--- src/rtl/spi_sram_pkg.sv ---
`default_nettype none
// ============================================================================
//  spi_sram_pkg
//  Shared commands, frame sizes and controller state type.
//  Revision: 1.0
// ============================================================================
package spi_sram_pkg;

    localparam logic [7:0] CMD_READ   = 8'h03;
    localparam logic [7:0] CMD_WRITE  = 8'h02;
    localparam logic [7:0] CMD_WRMR   = 8'h01;
    localparam logic [7:0] MODE_SEQ   = 8'h40;
    localparam int         FRAME_BITS = 40;
    localparam int         INIT_BITS  = 16;

    typedef enum logic [2:0] {
        INIT,
        INIT_GAP,
        IDLE,
        SHIFT,
        DONE
    } spi_state_t;

endpackage
`default_nettype wire

--- src/rtl/spi_sram_controller_if.sv ---
`default_nettype none
// ============================================================================
//  spi_sram_controller_if
//  CPU word-access port: level request, one-cycle ready pulse.
//  Revision: 1.0
// ============================================================================
interface spi_sram_controller_if;
    logic        mem_req;
    logic        mem_we;
    logic [15:0] mem_addr;
    logic [15:0] mem_wdata;
    logic [15:0] mem_rdata;
    logic        mem_ready;

    modport master (
        output mem_req, mem_we, mem_addr, mem_wdata,
        input  mem_rdata, mem_ready
    );

    modport slave (
        input  mem_req, mem_we, mem_addr, mem_wdata,
        output mem_rdata, mem_ready
    );
endinterface
`default_nettype wire

--- src/rtl/spi_sram_shifter.sv ---
`default_nettype none
// ============================================================================
//  spi_sram_shifter
//  Mode-0 SPI bit engine: MSB-first frame out, MISO sampled at end of SCLK high.
//  Revision: 1.0
// ============================================================================
module spi_sram_shifter
    import spi_sram_pkg::*;
#(
    parameter int unsigned CLK_DIV = 1
) (
    input  logic                  clk,
    input  logic                  rst_n,
    input  logic                  load_i,
    input  logic [5:0]            nbits_i,
    input  logic [FRAME_BITS-1:0] frame_i,
    input  logic                  miso_i,
    output logic                  busy_o,
    output logic                  sclk_o,
    output logic                  mosi_o,
    output logic [15:0]           rx_o
);

    localparam int                DIV_W    = (CLK_DIV > 1) ? $clog2(CLK_DIV) : 1;
    localparam logic [DIV_W-1:0]  DIV_LAST = DIV_W'(CLK_DIV - 1);

    logic [FRAME_BITS-1:0] sreg_q;
    logic [5:0]            cnt_q;
    logic [DIV_W-1:0]      div_q;
    logic                  sclk_q;
    logic                  busy_q;
    logic [15:0]           rx_q;

    logic half_end;
    logic fall;
    logic finish;

    assign half_end = (div_q == DIV_LAST);
    assign fall     = busy_q && half_end && sclk_q;
    assign finish   = fall && (cnt_q == 6'd1);

    // busy drops during the final cycle so the owner advances on the very edge the frame ends
    assign busy_o = busy_q && !finish;
    assign sclk_o = sclk_q;
    assign mosi_o = sreg_q[FRAME_BITS-1];
    assign rx_o   = rx_q;

    always_ff @(posedge clk or negedge rst_n) begin
        if (!rst_n) begin
            sreg_q <= '0;
            cnt_q  <= '0;
            div_q  <= '0;
            sclk_q <= 1'b0;
            busy_q <= 1'b0;
            rx_q   <= '0;
        end else if (load_i) begin
            sreg_q <= frame_i;
            cnt_q  <= nbits_i;
            div_q  <= '0;
            sclk_q <= 1'b0;
            busy_q <= 1'b1;
        end else if (busy_q) begin
            div_q <= half_end ? '0 : div_q + DIV_W'(1);
            if (half_end) begin
                sclk_q <= ~sclk_q;
            end
            if (fall) begin
                sreg_q <= {sreg_q[FRAME_BITS-2:0], 1'b0};
                rx_q   <= {rx_q[14:0], miso_i};
                cnt_q  <= cnt_q - 6'd1;
                if (cnt_q == 6'd1) begin
                    busy_q <= 1'b0;
                end
            end
        end
    end

endmodule
`default_nettype wire

--- src/rtl/spi_sram_controller.sv ---
`default_nettype none
// ============================================================================
//  spi_sram_controller
//  CPU 16-bit word port to 23LC512-class SPI SRAM, one sequential frame per access.
//  Revision: 1.0
// ============================================================================
module spi_sram_controller
    import spi_sram_pkg::*;
#(
    parameter int unsigned CLK_DIV   = 1,
    parameter bit          INIT_MODE = 1'b1
) (
    input  logic                 clk,
    input  logic                 rst_n,
    spi_sram_controller_if.slave bus,
    output logic                 spi_cs_n,
    output logic                 spi_sclk,
    output logic                 spi_mosi,
    input  logic                 spi_miso
);

    localparam spi_state_t RST_STATE = INIT_MODE ? INIT : IDLE;

    spi_state_t  state_q, state_d;
    logic        cs_n_q, cs_n_d;
    logic        ready_q, ready_d;
    logic        we_q, we_d;
    logic [15:0] rdata_q, rdata_d;

    logic                  sh_load;
    logic [5:0]            sh_nbits;
    logic [FRAME_BITS-1:0] sh_frame;
    logic                  sh_busy;
    logic [15:0]           sh_rx;

    spi_sram_shifter #(
        .CLK_DIV (CLK_DIV)
    ) u_shifter (
        .clk     (clk),
        .rst_n   (rst_n),
        .load_i  (sh_load),
        .nbits_i (sh_nbits),
        .frame_i (sh_frame),
        .miso_i  (spi_miso),
        .busy_o  (sh_busy),
        .sclk_o  (spi_sclk),
        .mosi_o  (spi_mosi),
        .rx_o    (sh_rx)
    );

    always_ff @(posedge clk or negedge rst_n) begin
        if (!rst_n) begin
            state_q <= RST_STATE;
            cs_n_q  <= 1'b1;
            ready_q <= 1'b0;
            we_q    <= 1'b0;
            rdata_q <= '0;
        end else begin
            state_q <= state_d;
            cs_n_q  <= cs_n_d;
            ready_q <= ready_d;
            we_q    <= we_d;
            rdata_q <= rdata_d;
        end
    end

    always_comb begin
        state_d  = state_q;
        cs_n_d   = cs_n_q;
        ready_d  = 1'b0;
        we_d     = we_q;
        rdata_d  = rdata_q;
        sh_load  = 1'b0;
        sh_nbits = 6'(FRAME_BITS);
        // Data bytes go little-endian; reads clock out zeros while the SRAM answers
        sh_frame = {bus.mem_we ? CMD_WRITE : CMD_READ,
                    bus.mem_addr,
                    bus.mem_we ? bus.mem_wdata[7:0]  : 8'h00,
                    bus.mem_we ? bus.mem_wdata[15:8] : 8'h00};
        case (state_q)
            INIT: begin
                if (cs_n_q) begin
                    sh_load  = 1'b1;
                    sh_nbits = 6'(INIT_BITS);
                    sh_frame = {CMD_WRMR, MODE_SEQ, 24'h000000};
                    cs_n_d   = 1'b0;
                end else if (!sh_busy) begin
                    cs_n_d  = 1'b1;
                    state_d = INIT_GAP;
                end
            end
            INIT_GAP: state_d = IDLE;
            IDLE: begin
                if (bus.mem_req) begin
                    sh_load = 1'b1;
                    we_d    = bus.mem_we;
                    cs_n_d  = 1'b0;
                    state_d = SHIFT;
                end
            end
            SHIFT: begin
                if (!sh_busy) begin
                    state_d = DONE;
                end
            end
            DONE: begin
                cs_n_d  = 1'b1;
                ready_d = 1'b1;
                if (!we_q) begin
                    rdata_d = {sh_rx[7:0], sh_rx[15:8]};
                end
                state_d = IDLE;
            end
            default: state_d = RST_STATE;
        endcase
    end

    assign spi_cs_n      = cs_n_q;
    assign bus.mem_ready = ready_q;
    assign bus.mem_rdata = rdata_q;

endmodule
`default_nettype wire
--- src/flat_wrapper.sv ---
// flat-port wrapper written by rule: the top's interface ports become plain ports
module spi_sram_controller_flat import spi_sram_pkg::*;
#(
    parameter int unsigned CLK_DIV   = 1,
    parameter bit          INIT_MODE = 1'b1
)
  (clk, rst_n, spi_cs_n, spi_sclk, spi_mosi, spi_miso, bus_mem_req, bus_mem_we, bus_mem_addr, bus_mem_wdata, bus_mem_rdata, bus_mem_ready);
  spi_sram_controller_if bus_i ();
  input  logic clk;
  input  logic rst_n;
  output logic spi_cs_n;
  output logic spi_sclk;
  output logic spi_mosi;
  input  logic spi_miso;
  input wire logic [$bits(bus_i.mem_req)-1:0] bus_mem_req;
  input wire logic [$bits(bus_i.mem_we)-1:0] bus_mem_we;
  input wire logic [$bits(bus_i.mem_addr)-1:0] bus_mem_addr;
  input wire logic [$bits(bus_i.mem_wdata)-1:0] bus_mem_wdata;
  output wire logic [$bits(bus_i.mem_rdata)-1:0] bus_mem_rdata;
  output wire logic [$bits(bus_i.mem_ready)-1:0] bus_mem_ready;
  assign bus_i.mem_req = bus_mem_req;
  assign bus_i.mem_we = bus_mem_we;
  assign bus_i.mem_addr = bus_mem_addr;
  assign bus_i.mem_wdata = bus_mem_wdata;
  assign bus_mem_rdata = bus_i.mem_rdata;
  assign bus_mem_ready = bus_i.mem_ready;
  spi_sram_controller #(.CLK_DIV(CLK_DIV), .INIT_MODE(INIT_MODE)) u_core (.clk(clk), .rst_n(rst_n), .bus(bus_i), .spi_cs_n(spi_cs_n), .spi_sclk(spi_sclk), .spi_mosi(spi_mosi), .spi_miso(spi_miso));
endmodule
--- config.mk ---
export PLATFORM = sky130hd
export DESIGN_NAME = spi_sram_controller_flat
export DESIGN_NICKNAME = d
export VERILOG_FILES = /design/src/rtl/spi_sram_pkg.sv /design/src/rtl/spi_sram_controller_if.sv /design/src/rtl/spi_sram_shifter.sv /design/src/rtl/spi_sram_controller.sv /design/src/flat_wrapper.sv
export SDC_FILE = /design/constraint.sdc
export NUM_CORES = 1
export LEC_CHECK = 0
export BUFFER_PORTS_ARGS = -buffer_cell sky130_fd_sc_hd__buf_2
export CAP_MARGIN = 15
export CORE_ASPECT_RATIO = 0.9
export CORE_MARGIN = 4
export CORE_UTILIZATION = 50
export DETAILED_ROUTE_END_ITERATION = 8
export GPL_TIMING_DRIVEN = 1
export PLACE_DENSITY = 0.75
export SLEW_MARGIN = 20
export SYNTH_ARGS = -nofsm -noshare
export SYNTH_HDL_FRONTEND = slang
export SYNTH_HIERARCHICAL = 1
export SYNTH_SLANG_ARGS = --single-unit
--- constraint.sdc ---
create_clock -name clk -period 3.1 [get_ports clk]
set_input_delay 0.465 -clock clk [delete_from_list [all_inputs] [get_ports clk]]
set_output_delay 0.465 -clock clk [all_outputs]
set_load 0.05 [all_outputs]
After elaboration in Yosys (flattened, before gate mapping):

Cells that the tools add are included.

* add/subtract/negate cells: 2
* eq/ne operators: 10
* muxes and demuxes: 36
* bitwise gates (word level): 4
* reduce and logical (&&, ||, !) cells: 17

Operators with widths (number)
* 40-bit two-way mux: 5
* 6-bit two-way mux: 5
* 1-bit two-way mux: 17
* 8-bit two-way mux: 2
* 3-bit two-way mux: 4
* 3-bit one-hot mux with 4 select lines: 1
* 2-bit AND reduction: 5
* 2-bit inequality test (second input constant): 4
* 3-bit by 2-bit == test with 1-bit output (second input constant): 2
* 6-bit by 1-bit == test with 1-bit output (second input constant): 1
* 6-bit by 1-bit subtractor with 6-bit output (second input constant): 1
* 1-bit logical AND: 4
* 1-bit inverter: 4
* 4-bit AND reduction: 1
* 2-bit nonzero test: 2
* 3-bit by 1-bit == test with 1-bit output (second input constant): 1
* 3-bit == test (second input constant): 1
* 3-bit zero test: 1
* 1-bit one-hot mux with 3 select lines: 1
* 3-bit AND reduction: 1
* 3-bit nonzero test: 1
* 2-bit by 1-bit inequality test with 1-bit output (second input constant): 1
* 1-bit one-hot mux with 2 select lines: 1
* 2-bit OR reduction: 1
* other kinds (2): 2

* flip-flop bits (word level): 87
* input bits: 37
* logic and storage cells: 80

Longest topological paths before layout:

* depth after elaboration: 9
* gate-level depth with buffers: 8
* mapped depth without buffers: 7

By module:

The synthesis kept the hierarchy.

By module, submodules not included
* spi_sram_shifter: times used 1, cells each 256, area each 2865.2 um^2
* spi_sram_controller: times used 1, cells each 101, area each 1214.9 um^2

Worst setup path after synthesis:

Ideal clock, no wire load.

* kind: register -> register
* start point: register u_core.cs_n_q, in the netlist u_core/spi_cs_n
* end point: register u_core.u_shifter.rx_q[10], in the netlist u_core/u_shifter/rx_o[10]
* library setup time: 0.125 ns
* data arrival time: 2.052 ns
* setup slack: 0.924 ns
* stages on the path, launching flop included: 8
* path buffers: 2
* cells stage by stage: dfstp_2 -> nand2b_1 -> a211oi_1 -> buf_2 -> inv_1 -> nand3_2 -> buf_4 -> mux2_2

* word-level cells in the longest chain between the ends: 4

Ends and longest elaborated chain
* start, declared: RTL line spi_sram_controller.sv:25 `logic cs_n_q, cs_n_d;`
* start signal, assigned: RTL line spi_sram_controller.sv:60 `cs_n_q <= cs_n_d;`
* 1-bit two-way mux: RTL line spi_sram_controller.sv:82 `if (cs_n_q) begin`
* 1-bit one-hot mux with 2 select lines: RTL line spi_sram_controller.sv:80 `case (state_q)`
* net u_core.sh_load: RTL line spi_sram_controller.sv:30 `logic sh_load;`
* 1-bit inverter (no source line)
* 3-bit AND reduction (no source line)
* end signal, assigned: RTL line spi_sram_shifter.sv:69 `rx_q <= {rx_q[14:0], miso_i};`
* end, declared: RTL line spi_sram_shifter.sv:32 `logic [15:0] rx_q;`

The timed path passes the listed nets, and every way through them passes these cells.
A chain may end at the register's enable or synchronous reset.

Worst setup path in the final report:

* start point: register u_core.state_q[1]
* end point: register u_core.u_shifter.cnt_q[5]

* word-level cells in the longest chain between the ends: 4
* elaborated cells between the ends (all ways): 8
* those cells by class: eq/ne (1); mux (3); reduce/logical (4)

Ends and longest elaborated chain
* start, declared: RTL line spi_sram_controller.sv:24 `spi_state_t state_q, state_d;`
* start signal, assigned: RTL line spi_sram_controller.sv:59 `state_q <= state_d;`
* 3-bit by 2-bit == test with 1-bit output / 3-bit zero test (equally long branches): RTL line spi_sram_controller.sv:80
* 1-bit one-hot mux with 2 select lines (*): RTL line spi_sram_controller.sv:80
* net u_core.sh_load: RTL line spi_sram_controller.sv:30
* 2-bit nonzero test (no source line)
* 2-bit AND reduction (no source line)
* end signal, assigned: RTL line spi_sram_shifter.sv:58 `cnt_q <= nbits_i;`
* end signal, assigned: RTL line spi_sram_shifter.sv:70 `cnt_q <= cnt_q - 6'd1;`
* end, declared: RTL line spi_sram_shifter.sv:28 `logic [5:0] cnt_q;`

Mark *: on every way through the listed nets, which the timed path passes. The rest lies on a longest branch.

==> results.cfg <==
[global_route]
grt_pass1_vias = 2525
grt_usage = 0.159
grt_max_degree = 92
grt_antenna_before_repair = 0
grt_overflow = 0
grt_pass1_wl_um = 12100

[final_layout]
drive_gt1_frac = 0.288
layout.nets = 454
layout_common_cells = dfrtp_1, buf_2, nand2_1, o21ai_0, mux2i_1
utilization = 0.599
final_common_cell = dfrtp_1
area_growth_pct = 13.5
n_antenna_cell = 0

[power]
p_per_area_nw_per_um2 = 915
power_frac_comb = 0.363
pwr-share-seq = 0.447
switching_power_w = 0.00156
pwr-share-clk = 0.191
power.leakage_nw = 2.23
power_w = 0.00424
p_sw_frac = 0.367
ir_drop_uv = 444
power.internal_w = 0.00268

[yosys]
seq_area_frac_synth = 0.528
synth_fa_ha_area_frac = 0.00613
yosys-mux-area-fraction = 0.199
syn_area_um2 = 4080
synth_cell_types = 43
async_reset_ff_frac = 1.00
syn_inst = 357
synth_seq_cells = 86
synth_top_family_by_area = multiplexers
synth_edf_count = 0
synth_xor_area_frac = 0.00644
synth_ff_type = dfrtp_1
synth_compound_gate_area_share = 0.0730
postSynthAreaPerCell_um2 = 11.4
yosysWarnings = 6
yosys.area_share.simple = 0.147

[placement]
portBuffers = 56
gp_congestion = 0.780
hpwl_um = 4800

[timing]
whs_ps = 135
slew_viol_final = 0
slew_headroom = 0.527
rsz0062_at_grt = false
tns_ps = 0
finalCriticalPeriod_ps = 2050
fmax_ghz = 0.487
finalCritPeriodShare = 0.662
finalHoldViolations = 0
setup_viol = 0
fin_skew_ps = 9.72
tightest_slew_ps = 710

[clocking]
clk-insertion-delay-late_ps = 350
clock-sinks = 86
numCtsBuffers = 9
clkSlewWorstSetupHoldPaths_ps = 90
cts_resized = 0
htree_levels = 3
cts_setup_buffers = 0
cts-root-buf = clkbuf_8
cts_tree = built
cts.path.max_buffers = 2
ctsHoldBuffers = 0

[routing]
wl_per_cell_um = 13.7
antenna_left = 0
first_pass_iters = 4
viasPerCell = 5.06
routed.top_layer = met4
drc = 0
totalWireLength_um = 7040
drt_iter0_drc = 108
via_count = 2609
wl_met2_um = 3230
m1WireLength_um = 3390
dr_wl_met3_um = 258

[worst_setup_path]
r2r_slack_ps = 1050
worstPathCellList = nand2b_1 -> a211oi_4 -> buf_4 -> or4_1 -> o211ai_1
cp_data_arrival_time_ps = 2290
required_ps = 3330
start_kind = flop
path_buf_inv = 1
crit_path_end_kind = flop
cp_top_family = buffers and inverters
crit_fanout = 91
rr_endpoint = u_core/u_shifter/cnt_q[5]$_DFFE_PN0P_
crit_type = flop to flop
slowest_delay_ps = 610
crit_slowest_cell = buf_4
timing.rr.start = u_core/state_q[1]$_DFFE_PN0P_
r2r_cells = 5

[min_path]
holdCritPathClass = primary input to async pin

[die]
initial_core_util = 0.528
rows = 30
fp.dieArea_um2 = 9670
core_um2 = 7730
pin_count = 57
die_w_um = 103
die_y_um = 93.7

[run_status]
status = completed

[flow_run]
drv_cap = 0
[area by class of cell]
cell class | instances | area (µm²)
timing repair buffer | 62 | 328
clock buffer | 9 | 124
tap | 96 | 120
multi-input combinational | 251 | 1810
clock inverter | 7 | 80.1
sequential | 86 | 2150
inverter | 5 | 18.8
fill | 633 | 3100
[power by group through the flow]
stage / Sequential (W) / Combinational [W] / Clock [W]
5_1_grt: 0.00196 / 0.00172 / 0.000873
2_1_floorplan: 0.00190 / 0.00129 / 0
4_1_cts: 0.00189 / 0.00155 / 0.000832
3_3_place_gp: 0.00190 / 0.00150 / 0
3_5_place_dp: 0.00192 / 0.00155 / 0
6_report: 0.00189 / 0.00154 / 0.000807
[kinds of logic after synthesis]
logic type	after synthesis
other	1
XOR/XNOR	3
AO/OA/AOI/OAI	55
buffers and inverters	28
AND/OR/NAND/NOR	109
multiplexers	73
adder cells (fa/ha/maj)	2
flip-flops	86
[Yosys cell counts, drive strengths merged, types with 3 or more instances]
cell,n,share of area
or4,3,0.0058
mux2i,39,0.096
inv,5,0.0046
clkbuf,9,0.0083
dfrtp,85,0.52
and2b,5,0.0092
and2,18,0.028
nor2b,12,0.019
o21ai,44,0.054
nand2,49,0.045
mux2,34,0.10
buf,14,0.028
nor2,8,0.0074
[stage by stage]
stage / std cells / setup WS (ps) / instance area [µm²]
final: 516 / 1050 / 4630
after CTS: 516 / 1030 / 4630
after global placement: 500 / 1080 / 4430
after global routing: 516 / 884 / 4630
after detailed placement: 500 / 1030 / 4430
after floorplan: 365 / 924 / 4110
[state kept, by name, indices dropped and copies added (netlist names)]
register	flops
u_core/bus.mem_ready	1
u_core/we_q	1
u_core/spi_cs_n	1
u_core/state_q	3
u_core/u_shifter/sclk_o	1
u_core/u_shifter/rx_o	16
u_core/u_shifter/busy_q	1
u_core/u_shifter/cnt_q	6
u_core/u_shifter/sreg_q	40
u_core/bus.mem_rdata	16
[how the worst max path moves through the flow]
stage | slack [ps] | end | cells after the start | from
2_1_floorplan | 920 | u_core/u_shifter/rx_o[10]$_DFFE_PN0P_ | 7 | u_core/spi_cs_n$_DFFE_PN1P_
3_3_place_gp | 1080 | u_core/u_shifter/cnt_q[5]$_DFFE_PN0P_ | 5 | u_core/state_q[1]$_DFFE_PN0P_
3_5_place_dp | 1030 | u_core/u_shifter/cnt_q[5]$_DFFE_PN0P_ | 5 | u_core/state_q[1]$_DFFE_PN0P_
4_1_cts | 1030 | u_core/u_shifter/cnt_q[5]$_DFFE_PN0P_ | 5 | u_core/state_q[1]$_DFFE_PN0P_
5_1_grt | 880 | u_core/u_shifter/cnt_q[5]$_DFFE_PN0P_ | 5 | u_core/state_q[1]$_DFFE_PN0P_
6_report | 1050 | u_core/u_shifter/cnt_q[5]$_DFFE_PN0P_ | 5 | u_core/state_q[1]$_DFFE_PN0P_
[layer usage]
layer / vias up / global-route usage
met1: 1233 / 0.227
met3: 13 / 0.0267
li1: 1324 / -
met4: 0 / 0.0863
met2: 39 / 0.230
met5: - / 0
No activity file was read; power rests on OpenSTA's default activity.
